### config.mk
export PLATFORM = sky130hd
export DESIGN_NAME = median_filter_frame_ctrl
export DESIGN_NICKNAME = d
export VERILOG_FILES = /design/src/rtl/median_filter_frame_ctrl.sv
export SDC_FILE = /design/constraint.sdc
export NUM_CORES = 1
export LEC_CHECK = 0
export ABC_CLOCK_PERIOD_IN_PS = 1750
export CORE_MARGIN = 10
export CORE_UTILIZATION = 49
export CTS_BUF_LIST = sky130_fd_sc_hd__clkbuf_2 sky130_fd_sc_hd__clkbuf_4 sky130_fd_sc_hd__clkbuf_8
export CTS_CLUSTER_DIAMETER = 50
export DETAILED_ROUTE_END_ITERATION = 10
export PLACE_DENSITY = 0.82
export SYNTH_ARGS = -nofsm -noshare
export SYNTH_HDL_FRONTEND = slang
export SYNTH_SLANG_ARGS = --single-unit
### constraint.sdc
create_clock -name clk_i -period 1.75 [get_ports clk_i]
set_input_delay 0.35 -clock clk_i [delete_from_list [all_inputs] [get_ports clk_i]]
set_output_delay 0.35 -clock clk_i [all_outputs]
set_load 0.005 [all_outputs]
### src/rtl/median_filter_frame_ctrl.sv
// Frame-synchronous enable controller and AXI4-Stream geometry monitor for the median filter.
// Optional stall watchdog is compiled in when MF_FRAME_CTRL_TIMEOUT_EN is defined.
module median_filter_frame_ctrl #(
    parameter int PX_PER_LINE     = 1920,
    parameter int LINES_PER_FRAME = 1080,
    parameter int FRAME_CNT_W     = 16,
    parameter bit EN_RESET        = 1'b1,
    parameter int TIMEOUT_CYCLES  = 65535
) (
    input  logic                               clk_i,
    input  logic                               rst_n_i,
    input  logic                               en_req_i,
    input  logic                               vid_tvalid_i,
    input  logic                               vid_tready_i,
    input  logic                               vid_tuser_i,
    input  logic                               vid_tlast_i,
    input  logic                               err_clr_i,
    output logic                               en_o,
    output logic                               en_pending_o,
    output logic                               busy_o,
    output logic [$clog2(LINES_PER_FRAME)-1:0] line_cnt_o,
    output logic [FRAME_CNT_W-1:0]             frame_cnt_o,
    output logic [4:0]                         err_o
);
    localparam int                LINE_W    = $clog2(LINES_PER_FRAME);
    localparam int                PX_W      = (PX_PER_LINE > 1) ? $clog2(PX_PER_LINE) : 1;
    localparam logic [PX_W:0]     PX_FULL   = (PX_W + 1)'(PX_PER_LINE);
    localparam logic [PX_W-1:0]   PX_MAX    = PX_W'(PX_PER_LINE - 1);
    localparam logic [LINE_W-1:0] LINE_LAST = LINE_W'(LINES_PER_FRAME - 1);

    typedef enum logic {
        WAIT_SOF,
        IN_FRAME
    } state_t;

    state_t                 state;
    state_t                 state_nxt;
    logic                   beat;
    logic                   en_nxt;
    logic [PX_W-1:0]        px;
    logic [PX_W-1:0]        px_nxt;
    logic [PX_W:0]          px_inc;
    logic [LINE_W-1:0]      line_nxt;
    logic [FRAME_CNT_W-1:0] frame_nxt;
    logic [4:0]             err_set;
    logic [4:0]             err_nxt;

`ifdef MF_FRAME_CTRL_TIMEOUT_EN
    localparam int               TMO_W    = $clog2(TIMEOUT_CYCLES + 1);
    localparam logic [TMO_W-1:0] TMO_LAST = TMO_W'(TIMEOUT_CYCLES - 1);

    logic [TMO_W-1:0] tmo_cnt;
    logic [TMO_W-1:0] tmo_nxt;
`endif

    assign beat         = vid_tvalid_i & vid_tready_i;
    assign px_inc       = {1'b0, px} + (PX_W + 1)'(1);
    assign busy_o       = (state == IN_FRAME);
    assign en_pending_o = en_req_i ^ en_o;

    always_comb begin
        state_nxt = state;
        en_nxt    = en_o;
        px_nxt    = px;
        line_nxt  = line_cnt_o;
        frame_nxt = frame_cnt_o;
        err_set   = '0;

        case (state)
            WAIT_SOF: begin
                // The SOF cycle itself freezes the enable so the whole frame sees one value.
                if (beat && vid_tuser_i) begin
                    state_nxt = IN_FRAME;
                    px_nxt    = PX_W'(1);
                    line_nxt  = '0;
                end else begin
                    en_nxt = en_req_i;
                    if (beat) begin
                        err_set[3] = 1'b1;
                    end
                end
            end
            IN_FRAME: begin
                if (beat) begin
                    if (vid_tuser_i) begin
                        err_set[2] = 1'b1;
                        px_nxt     = PX_W'(1);
                        line_nxt   = '0;
                    end else if (vid_tlast_i) begin
                        if (px_inc < PX_FULL) begin
                            err_set[0] = 1'b1;
                        end
                        px_nxt = '0;
                        if (line_cnt_o == LINE_LAST) begin
                            frame_nxt = frame_cnt_o + FRAME_CNT_W'(1);
                            line_nxt  = '0;
                            state_nxt = WAIT_SOF;
                        end else begin
                            line_nxt = line_cnt_o + LINE_W'(1);
                        end
                    end else if (px_inc >= PX_FULL) begin
                        // Overlong line: hold at the last position until tlast arrives.
                        err_set[1] = 1'b1;
                        px_nxt     = PX_MAX;
                    end else begin
                        px_nxt = px_inc[PX_W-1:0];
                    end
                end
            end
            default: state_nxt = WAIT_SOF;
        endcase

`ifdef MF_FRAME_CTRL_TIMEOUT_EN
        tmo_nxt = '0;
        if (state == IN_FRAME && !beat) begin
            if (tmo_cnt == TMO_LAST) begin
                err_set[4] = 1'b1;
                state_nxt  = WAIT_SOF;
                px_nxt     = '0;
                line_nxt   = '0;
            end else begin
                tmo_nxt = tmo_cnt + TMO_W'(1);
            end
        end
`else
        err_set[4] = 1'b0;
`endif

        // A bit being set in the clear cycle survives; every other bit is cleared.
        err_nxt = (err_clr_i ? 5'b0 : err_o) | err_set;
    end

    always_ff @(posedge clk_i or negedge rst_n_i) begin
        if (!rst_n_i) begin
            state       <= WAIT_SOF;
            en_o        <= EN_RESET;
            px          <= '0;
            line_cnt_o  <= '0;
            frame_cnt_o <= '0;
            err_o       <= '0;
`ifdef MF_FRAME_CTRL_TIMEOUT_EN
            tmo_cnt     <= '0;
`endif
        end else begin
            state       <= state_nxt;
            en_o        <= en_nxt;
            px          <= px_nxt;
            line_cnt_o  <= line_nxt;
            frame_cnt_o <= frame_nxt;
            err_o       <= err_nxt;
`ifdef MF_FRAME_CTRL_TIMEOUT_EN
            tmo_cnt     <= tmo_nxt;
`endif
        end
    end

endmodule

==> impl_results.md <==
- Worst-path fanout max: 5
- Multi-input logic area: 1390 um^2
- RSZ-0062 raised after global routing: yes
- Failing checks: negative setup slack
- WL met1: 2840 um
- CP cell instances: nor4b_4 > nand4_1 > or3_4 > buf_6 > buf_8 > nor2_4 > xor2_1
- Slowest-stage cell, CP: dfrtp_1
- Clock sinks: 44
- Core ar.: 4690 um^2
- Post-route setup slack: -0.221 ns
- Filler cell count: 328
- Max-slew violations: 0
- Crit Path Category: register to register
- Synth Instances: between 200 and 250
- GRT Util Overall: between 10% and 20%
- Period utilisation layout: 113%
- Initial core utilization: 50.1%
- Tightest Hold Check Type: primary input to async pin
- Placed Instances: 379
- Max-cap viol count: 0
- Worst setup endpoint: frame_cnt_o[6]
- Most frequent cells in the layout: dfrtp_1, buf_4, clkdlybuf4s50_1, nand2_1, nor2_1
- Final setup vio count: 11
- Final wirelength: slightly above 7000 um
- Die area: 7960 um^2
- CTS tree: done
- Non-Filler Instances: slightly below 400
- Die width: a little under 90 um
- Largest net degree at the start of global routing: 45
- Post-layout minimum cycle time: about 2 ns
- Final Hold Fails: 0
- Max IR drop VDD: ~0.00055 V
- GR Overflow Total: 0
- Arrival @ worst endpoint: 2.19 ns
- Post-Syn Area: 2350 um^2
- Storage element area: around 1100 um^2
- Async set or reset register ratio after synthesis: 100%
- Startpoint types: register
- Worst reg2reg setup slack: -0.22 ns
- Leak: 1.55 nW
- Layout cells sized above 1: about 27%
- Final Total Pwr: around 2.1 mW
- Worst rel slew slack: 62.8%
- Worst-Margin Slew: about 0.56 ns
- Avg Vias per Cell: 5.91
- Worst r2r path cells: 7
- Top Ports: 43
- GP Congestion: 0.900
- First-pass GRT wire length: 11200 um
- DRC viols: 0
- Vias: 2315
- Clock root buffer: clkbuf_8
- Clock transition at the registers of the reported paths: 0.09 ns
- Critical Path Start: line_cnt_o[8]
- Seq cells post-synth: 44
- Post-synth EDFFs: 0
- Met3 Wirelength: between 300 and 400 um
- Initial antenna violation count: 0
- Wire length on met2: ~3800 um
- Syn Nets: around 260
- Diode count: 0
- RR Endpoint: frame_cnt_o[6]
- Status: finished with violations
- Max Root-Sink Buffers: 2
- Synth cell types: 46
- Setup TNS: -1.38 ns
- Nets: 348
- Syn_area_per_cell: approximately 9.5 um^2
- Main synth FF type: dfrtp_1
- Routed WL per cell: about 18 um
- Initial DRT Pass Iterations: 4
- Synth Warn #: 0
- CP Capture Type: register
- Final Skew: 0.00900 ns
- Die Height: 89.2 um
- CTS Buf Count: 5
- Clk_lat worst skew: 0.30 ns
- Power Density: 603 nW/um^2
- Vias in the first global route: 2315
- Number of DRC markers in iteration 0: 115
- Top sig layer: met4
- Port bufs: 41
- Post-route ant nets: 0
- Sequential fraction of the synthesis area: around 47%
- R2r startpoint: line_cnt_o[8]
- Max incr delay on CP: 0.42 ns
- Synth-to-layout area growth: 48.6%
- Highest clock rate: 0.507 GHz
- Final HPWL DP: 4620 um
- Worst path required time: 1.97 ns
- H-tree depth: 2
- Row cnt: 25
routing by layer:
| layer | vias up | global-route usage [%] |
|---|---|---|
| met1 | 1157 | 20.7 |
| met3 | 12 | 4.83 |
| met4 | 0 | 4.34 |
| met2 | 68 | 31.0 |
| li1 | 1078 | - |
| met5 | - | 0 |
worst max-delay path: cells and delay by family, from the launching register on:
family                 cells  cell delay [ns]
AND/OR/NAND/NOR            4             1.01
flip-flops                 1             0.42
buffers and inverters      2             0.28
XOR/XNOR                   1             0.18
cells by family after synthesis:
family	after synthesis	share of synthesized area, %
buffers and inverters	17	2.98
DFF	44	46.9
and+or+nand+nor	104	24.1
xor gates and xnor gates	24	8.95
AOI/OAI and AO/OA	52	13.9
other	1	0.160
adders and majority gates	3	1.60
muxes	3	1.39
metrics by stage:
step / worst slack, ns / cell area (um^2) / utilization, % / hold WS [ns]
6_report: -0.221 / 3490 / 74.4 / 0.117
5_1_grt: -0.282 / 3490 / 74.4 / 0.158
3_3_place_gp: -0.442 / 3140 / 66.9 / 0.459
3_5_place_dp: -0.472 / 3140 / 66.9 / 0.464
4_1_cts: -0.148 / 3340 / 71.1 / 0.142
2_1_floorplan: 0.00553 / 2360 / - / 0.0544
cell usage after synthesis (4+ instances only):
cell / n / area [um^2]
o21ai_0: 18 / 90.1
xor2_1: 13 / 114
dfrtp_1: 43 / 1080
a21oi_1: 11 / 55.1
xnor2_1: 11 / 96.3
clkbuf_1: 6 / 22.5
nand4_1: 11 / 68.8
nand2_1: 19 / 71.3
nor4_1: 4 / 25.0
and3_1: 7 / 43.8
nor2_1: 22 / 82.6
nand3_1: 13 / 65.1
nor3_1: 8 / 40.0
inv_1: 8 / 30.0
final cells by class:
cell class / instances / share of cell area (%)
Tap cell: 54 / 1.94
Sequential cell: 44 / 31.6
Timing Repair Buffer: 91 / 23.4
Inverter: 8 / 0.861
Clock inverter: 3 / 0.538
Clock buffer: 5 / 1.97
Multi-Input combinational cell: 187 / 39.7
state kept, by name (all words and copies together), names as in the netlist:
register	cells
busy_o	1
line_cnt_o	11
px	11
err_o	4
en_o	1
frame_cnt_o	16
repair_timing:
action                                  4_1_cts  5_1_grt
endpoints found under the setup margin       19       36
hold buffers                                  0        0
gates resized for setup                      23       31
pin swaps                                    11       25
setup buffers                                 2        6
power breakdown:
| part | switching, mW | internal, mW | leakage (nW) |
|---|---|---|---|
| registers | 0.0372 | 1.06 | 0.584 |
| clock network | 0.366 | 0.279 | 0.0479 |
| logic | 0.167 | 0.194 | 0.921 |
worst min path at each step:
stage	endpoint	slack (ns)	cells past startpoint
floorplan	busy_o	0.05	0
global placement	px[0]	0.46	2
detailed placement	err_o[2]	0.46	2
CTS	px[1]	0.14	2
global route	px[0]	0.16	2
finish	err_o[2]	0.12	2
Power figures use the tool's default switching activity.
